===== config.mk =====
export PLATFORM = sky130hd
export DESIGN_NAME = issue_queue
export DESIGN_NICKNAME = d
export VERILOG_FILES = /design/src/rtl/issue_queue_pkg.sv /design/src/rtl/issue_queue_iq_ram.sv /design/src/rtl/issue_queue.sv
export SDC_FILE = /design/constraint.sdc
export NUM_CORES = 1
export LEC_CHECK = 0
export BUFFER_PORTS_ARGS = -buffer_cell sky130_fd_sc_hd__buf_2
export CAP_MARGIN = 20
export CORE_MARGIN = 2
export CORE_UTILIZATION = 47
export DETAILED_ROUTE_END_ITERATION = 10
export PLACE_DENSITY_LB_ADDON = 0.3
export RECOVER_POWER = 100
export SLEW_MARGIN = 15
export SYNTH_ARGS = -nofsm -noshare
export SYNTH_HDL_FRONTEND = slang
export SYNTH_SLANG_ARGS = --single-unit

===== constraint.sdc =====
create_clock -name clk -period 12.2 [get_ports clk]
set_input_delay 2.44 -clock clk [delete_from_list [all_inputs] [get_ports clk]]
set_output_delay 2.44 -clock clk [all_outputs]
set_load 0.1 [all_outputs]

===== src/rtl/issue_queue_pkg.sv =====
// Shared issue-queue constants: op type encodings, field widths and the 78-bit entry layout.
package issue_queue_pkg;

  localparam int TYPE_W  = 2;
  localparam int NAME_W  = 6;
  localparam int RD_W    = 5;
  localparam int PC_W    = 32;
  localparam int IMM_W   = 32;
  localparam int ENTRY_W = 1 + TYPE_W + NAME_W + RD_W + PC_W + IMM_W;

  typedef enum logic [TYPE_W-1:0] {
    TYPE_ALU = 2'd0,
    TYPE_MEM = 2'd1,
    TYPE_BR  = 2'd2,
    TYPE_VEC = 2'd3
  } iq_type_e;

  // Packed MSB-first: is_vec, type, name, rd, pc, imm
  typedef struct packed {
    logic              is_vec;
    iq_type_e          op_type;
    logic [NAME_W-1:0] name;
    logic [RD_W-1:0]   rd;
    logic [PC_W-1:0]   pc;
    logic [IMM_W-1:0]  imm;
  } entry_t;

endpackage


===== src/rtl/issue_queue_iq_ram.sv =====
// Entry storage for the issue queue: DEPTH x 78 bits, one synchronous write port, async read.
module iq_ram
  import issue_queue_pkg::*;
#(
  parameter int DEPTH  = 8,
  parameter int ADDR_W = $clog2(DEPTH)
) (
  input  logic              clk,
  input  logic              we,
  input  logic [ADDR_W-1:0] waddr,
  input  entry_t            wdata,
  input  logic [ADDR_W-1:0] raddr,
  output entry_t            rdata
);

  entry_t mem [DEPTH];

  always_ff @(posedge clk) begin
    if (we) mem[waddr] <= wdata;
  end

  assign rdata = mem[raddr];

endmodule


===== src/rtl/issue_queue.sv =====
// Decoder-to-issue circular queue with MEM bubble and flush.
// Optional ISSUE_BYPASS_EN: decoder inputs feed the issue outputs directly when the queue is empty.
module issue_queue
  import issue_queue_pkg::*;
#(
  parameter int DEPTH = 8
) (
  input  logic              clk,
  input  logic              rst,
  input  logic              rdy,
  input  logic              flush,
  input  logic              dec_valid,
  output logic              dec_ready,
  input  logic              dec_is_vec,
  input  logic [TYPE_W-1:0] dec_type,
  input  logic [NAME_W-1:0] dec_name,
  input  logic [RD_W-1:0]   dec_rd,
  input  logic [PC_W-1:0]   dec_pc,
  input  logic [IMM_W-1:0]  dec_imm,
  input  logic              ins_rdy,
  input  logic              bubble,
  output logic              issue_rdy,
  output logic              is_vec,
  output logic [TYPE_W-1:0] op_type,
  output logic [NAME_W-1:0] name,
  output logic [RD_W-1:0]   rd,
  output logic [PC_W-1:0]   pc,
  output logic [IMM_W-1:0]  imm
);

  localparam int ADDR_W = $clog2(DEPTH);

  logic [ADDR_W-1:0] head, tail;
  logic [ADDR_W:0]   count;
  logic              bubble_q;
  logic              full, empty, enq, deq;
  entry_t            dec_entry, head_entry, issue_entry;

  assign full      = (count == (ADDR_W+1)'(DEPTH));
  assign empty     = (count == '0);
  assign dec_ready = !full && !flush;

  assign dec_entry = '{is_vec:  dec_is_vec,
                       op_type: iq_type_e'(dec_type),
                       name:    dec_name,
                       rd:      dec_rd,
                       pc:      dec_pc,
                       imm:     dec_imm};

  iq_ram #(.DEPTH(DEPTH), .ADDR_W(ADDR_W)) u_ram (
    .clk   (clk),
    .we    (enq),
    .waddr (tail),
    .wdata (dec_entry),
    .raddr (head),
    .rdata (head_entry)
  );

`ifdef ISSUE_BYPASS_EN
  always_comb begin
    issue_entry = head_entry;
    issue_rdy   = !empty && ins_rdy && !bubble_q && !flush;
    if (empty) begin
      issue_entry = dec_entry;
      issue_rdy   = dec_valid && ins_rdy && !bubble_q && !flush;
    end
  end

  // An entry consumed through the bypass never occupies a slot
  assign enq = dec_valid && dec_ready && rdy && !(empty && issue_rdy);
`else
  assign issue_entry = head_entry;
  assign issue_rdy   = !empty && ins_rdy && !bubble_q && !flush;
  assign enq         = dec_valid && dec_ready && rdy;
`endif

  assign deq = issue_rdy && rdy && !empty;

  assign is_vec  = issue_entry.is_vec;
  assign op_type = issue_entry.op_type;
  assign name    = issue_entry.name;
  assign rd      = issue_entry.rd;
  assign pc      = issue_entry.pc;
  assign imm     = issue_entry.imm;

  // Pointers wrap naturally since DEPTH is a power of two
  always_ff @(posedge clk or posedge rst) begin
    if (rst) begin
      head     <= '0;
      tail     <= '0;
      count    <= '0;
      bubble_q <= 1'b0;
    end else if (rdy) begin
      if (flush) begin
        head     <= '0;
        tail     <= '0;
        count    <= '0;
        bubble_q <= 1'b0;
      end else begin
        if (enq) tail <= tail + 1'b1;
        if (deq) head <= head + 1'b1;
        count    <= count + (ADDR_W+1)'(enq) - (ADDR_W+1)'(deq);
        bubble_q <= bubble;
      end
    end
  end

endmodule


# Word level (Yosys, flattened, before mapping)
# Memory sizes are Yosys's and may differ from the RTL's.
# Index checks and enable logic that the tools add are counted.
# classes
n_reduce_logical	17
n_addsub	4
eq_ne	1
n_mux	8
# ops
cell	count
two-way mux 3 bit	4
logical AND 1 bit	8
adder 3 x 1 -> 3 bit (second input constant)	2
adder 4 x 1 -> 4 bit	1
equality test 4 bit (second input constant)	1
zero test 1 bit	4
zero test 4 bit	1
two-way mux 4 bit	1
AND reduction 2 bit	2
nonzero test 2 bit	2
subtractor 4 x 1 -> 4 bit	1
two-way mux 1 bit	3
# word_totals
input_bits	85
ff_bits	11
out_inout_bits	80
mem_count	1
mem_bits_rw	624
# memory_table
name	words	width	read_ports	rd_ports_with_merged_regs	wr	line	rtl
u_ram.mem	8	78	1	0	1	issue_queue_iq_ram.sv:16	entry_t mem [DEPTH];

# Depth between registers and ports, before layout
# logic_depth
depth_word	9
ltp_mapped	11
depth_no_buf	11

# By module
# A second synthesis with hierarchy kept.
# hier_totals
cells_unflattened	988
area_unflattened_um2	24209.5
# modules_own_cells
mod	cells_each	area_each_um2	seq_area_each_um2	n_inst
iq_ram	915	23478.8	18738.0	1
issue_queue	73	730.7	275.3	1

# Worst setup path before layout
# OpenSTA, ideal clock, no wires.
# synth_timing
path_kind	input -> register
from	input port flush
to	memory u_ram.mem[0][0] (netlist name) (enable)
setup_time_ns	0.706
stages	5
t_arrival_ns	10.425
path_slack_ns	1.070
path_cell_list	clkbuf_1 -> nor2b_1 -> buf_2 -> nand3_2 -> nor4_1
# synth_via
elab_chain_len	6
# synth_lines
element	line	rtl
start: declaration	issue_queue.sv:11	input logic flush,
zero test 1 bit	issue_queue.sv:41	assign dec_ready = !full && !flush;
logical AND 1 bit	issue_queue.sv:41	
logical AND 1 bit (2 in a row)	issue_queue.sv:74	assign enq = dec_valid && dec_ready && rdy;
two-way mux 1 bit	issue_queue_iq_ram.sv:19	if (we) mem[waddr] <= wdata;
two-way mux 1 bit (implied by the code)	issue_queue_iq_ram.sv:19	
end: declaration	issue_queue_iq_ram.sv:16	
# No other way between the ends.

# Worst setup path in the final report
# layout_timing
from	register head[2]
to	output port pc[13]
# layout_via
elab_chain_len	1
# layout_lines
element	line	rtl
start: declaration	issue_queue.sv:33	logic [ADDR_W-1:0] head, tail;
start signal: assignment	issue_queue.sv:101	if (deq) head <= head + 1'b1;
memory (8 x 78 bit)	--	
end: declaration	issue_queue.sv:27	output logic [PC_W-1:0] pc,
# No other way between the ends.

==> flow_summary.toml <==
[status]
status = "finished with violations"
violations = "capacitance limit, slew limit"

[route]
num_vias = 11370
drc = 0
wl_per_cell_um = 23.71
first_pass_iters = 4
ant_nets = 0
vias_per_cell = 5.454
route.final.wire_length_mm = 49.43
drt_iter0_markers = 759

[sta]
hold_ws_ps = 524.3
fin_setup_tns_ps = 0
worst_slew_pin_slew_ps = 4374
finalCritPeriodShare = 0.7424
max_slew_margin = -1.916
setup_violations = 0
final.setup_skew_ps = 13.88
period_minus_slack_ps = 9057
rsz0062_at_grt = "false"
fin_ws_ps = 3143
timing_hold_violations_final = 0
max_freq_mhz = 110.4
drv_slew = 766

[grt]
grt_pass1_wl_mm = 74.46
grt_max_degree = 67
use_met3 = 0.04958
groute.layer.met2.usage = 0.3167
grt_pass1_vias = 12270
grt_usage = 0.1896
gr-max-usage-layer = "met2"
antenna_found_initial = 6
use_met1 = 0.2500
grt_overflow = 0

[power_and_ir_drop]
pwr-share-comb = 0.351
p_int_w = 0.004183
switchingPower_w = 0.002663
seq_power_share = 0.370
clock_power_share = 0.279
power.density_nw_per_um2 = 248.4
leakagePower_nw = 8.756
peakVddDrop_mv = 0.2465
swShare = 0.3890

[clock_tree]
clock_sinks = 635
hold_buffers = 0
cts_max_path_buffers = 3
cts_tree = "yes"
clk_pin_slew_ps = 50
root_buffer = "clkbuf_16"
htree_levels = 3
cts_buffers = 67
clock_latency_ps = 580
cts_setup_buffers = 0
cts_resized = 0

[synthesis]
ys_ff_latch = 635
syn_avg_cell_area_um2 = 20.99
synth_cell_types = 35
netlist_area_um2 = 24250
yosysWarningCount = 0
syn_nets = 1249
synthCells = 1155
yosysSeqAreaShare = 0.7841

[worst_setup_path]
rr_startpoint = "count[2]"
start_kind = "flip-flop"
worstPathArrival_ps = 6620
crit_start = "head[2]"
cp-end-kind = "output pin"
cp.required_ps = 9760
worstSetupPathType = "reg -> out"
cp_max_fo = 66

[hold_path]
hold_start = "bubble_q"
hp-class = "reg -> reg"

[die]
dieArea_um2 = 53430
ios = 165
core_um2 = 51200
die_h_um = 231.1
initial_core_util = 0.4736
die_x_um = 231.1
fp-row-count = 83

[placed_design]
port_buffers = 164
place_hpwl_mm = 25.62
dpl.cell_count = 1966
pre_cts_ws_ps = 5984
gp_congestion = 0.7256

[final_layout]
area_growth_pct = 13.68
mostFrequentLayoutCell = "edfxtp_1"
final_layout_size_suffix_gt1_frac = 0.1873
instances_no_fill = 2085
final_nets = 1449
final_cell_mix = "edfxtp_1, nand2_1, clkbuf_1, mux4_2, clkbuf_16"

[job]
maxCapViolations = 18
==> stage by stage <==
step           utilization  power, W  cell area [um2]
2_1_floorplan            -  0.004633            24250
3_3_place_gp        0.5039  0.005016            25800
3_5_place_dp        0.5043  0.005036            25820
4_1_cts             0.5445  0.006948            27880
5_1_grt             0.5384  0.007115            27570
6_report            0.5384  0.006846            27570
==> cell usage after synthesis, drive strengths merged <==
library cell | instances | area (um2)
edfxtp | 624 | 18740
nand2 | 244 | 915.9
mux4 | 156 | 3513
buf | 41 | 290.3
clkbuf | 15 | 56.30
inv | 12 | 45.04
dfrtp | 11 | 275.3
ha | 8 | 100.1
nand4 | 5 | 31.28
nand2b | 4 | 25.02
nor3 | 4 | 20.02
mux2i | 3 | 30.03
nor2 | 3 | 11.26
nor2b | 3 | 18.77
o21ai | 3 | 15.01
or3b | 3 | 26.28
o311ai | 2 | 17.52
a211o | 1 | 8.760
a21o | 1 | 7.510
a21oi | 1 | 5.000
a311o | 1 | 10.01
and2 | 1 | 6.260
and3 | 1 | 6.260
fa | 1 | 20.02
nand3 | 1 | 10.01
nor3b | 1 | 7.510
nor4 | 1 | 6.260
o211ai | 1 | 7.510
o221ai | 1 | 8.760
o22ai | 1 | 6.260
xor2 | 1 | 8.760
==> power groups by stage <==
stage	Clock, W	Sequential [W]	Combinational, W
after floorplan	0	0.00252	0.00212
after global placement	0	0.00258	0.00244
after detailed placement	0	0.00258	0.00245
after CTS	0.00195	0.00254	0.00246
after global routing	0.00203	0.00255	0.00253
final	0.00191	0.00253	0.00240
==> worst max-delay path: stages (launching register included) <==
cell and delay, ps:
dfrtp_4 710, clkinvlp_2 670, clkbuf_1 3100, nand2_1 350, nand2_1 220, clkbuf_1 880
==> cells by family after synthesis <==
| logic type | after synthesis | synth area share |
|---|---|---|
| flip-flops | 635 | 0.7841 |
| AND/OR/NAND/NOR | 271 | 0.04474 |
| multiplexers | 159 | 0.1461 |
| buffers and inverters | 68 | 0.01615 |
| AO/OA/AOI/OAI | 12 | 0.003561 |
| adder cells (fa/ha/maj) | 9 | 0.004954 |
| XOR/XNOR | 1 | 0.0003613 |
==> routing by layer <==
layer | share of wire | up-vias | wire length [um]
met4 | 0.016 | 10 | 813
met5 | 0.0012 | - | 60
met2 | 0.50 | 234 | 24960
met3 | 0.053 | 71 | 2606
li1 | - | 5029 | -
met1 | 0.42 | 6027 | 20990
==> sequential cells by signal, summed over array words and instances (netlist names) <==
name	count
bubble_q	1
count	4
head	3
tail	3
u_ram.mem	624
==> path summary, 6_finish.rpt <==
path                                    endpoint  slack (ps)  depth (start not counted)
worst max-delay path                      pc[13]        3140                          5
worst min-delay path                    bubble_q         520                          2
worst max register to register  u_ram.mem[3][75]        7050                          6
worst min register to register          bubble_q         520                          2
max in group asynchronous                head[1]        9970                          2
min in group asynchronous               count[1]        1870                          2
==> layout make-up <==
| type | instances | area (um2) |
|---|---|---|
| repair buffers | 187 | 730.7 |
| well taps | 680 | 850.8 |
| fillers | 4038 | 23630 |
| flip-flops and latches | 635 | 19020 |
| clock buffers | 90 | 1848 |
| diodes | 1 | 2.502 |
| multi-input cells | 452 | 4853 |
| inverters | 12 | 46.29 |
| clock inverters | 28 | 210.2 |
(Power assumes the default switching activity.)
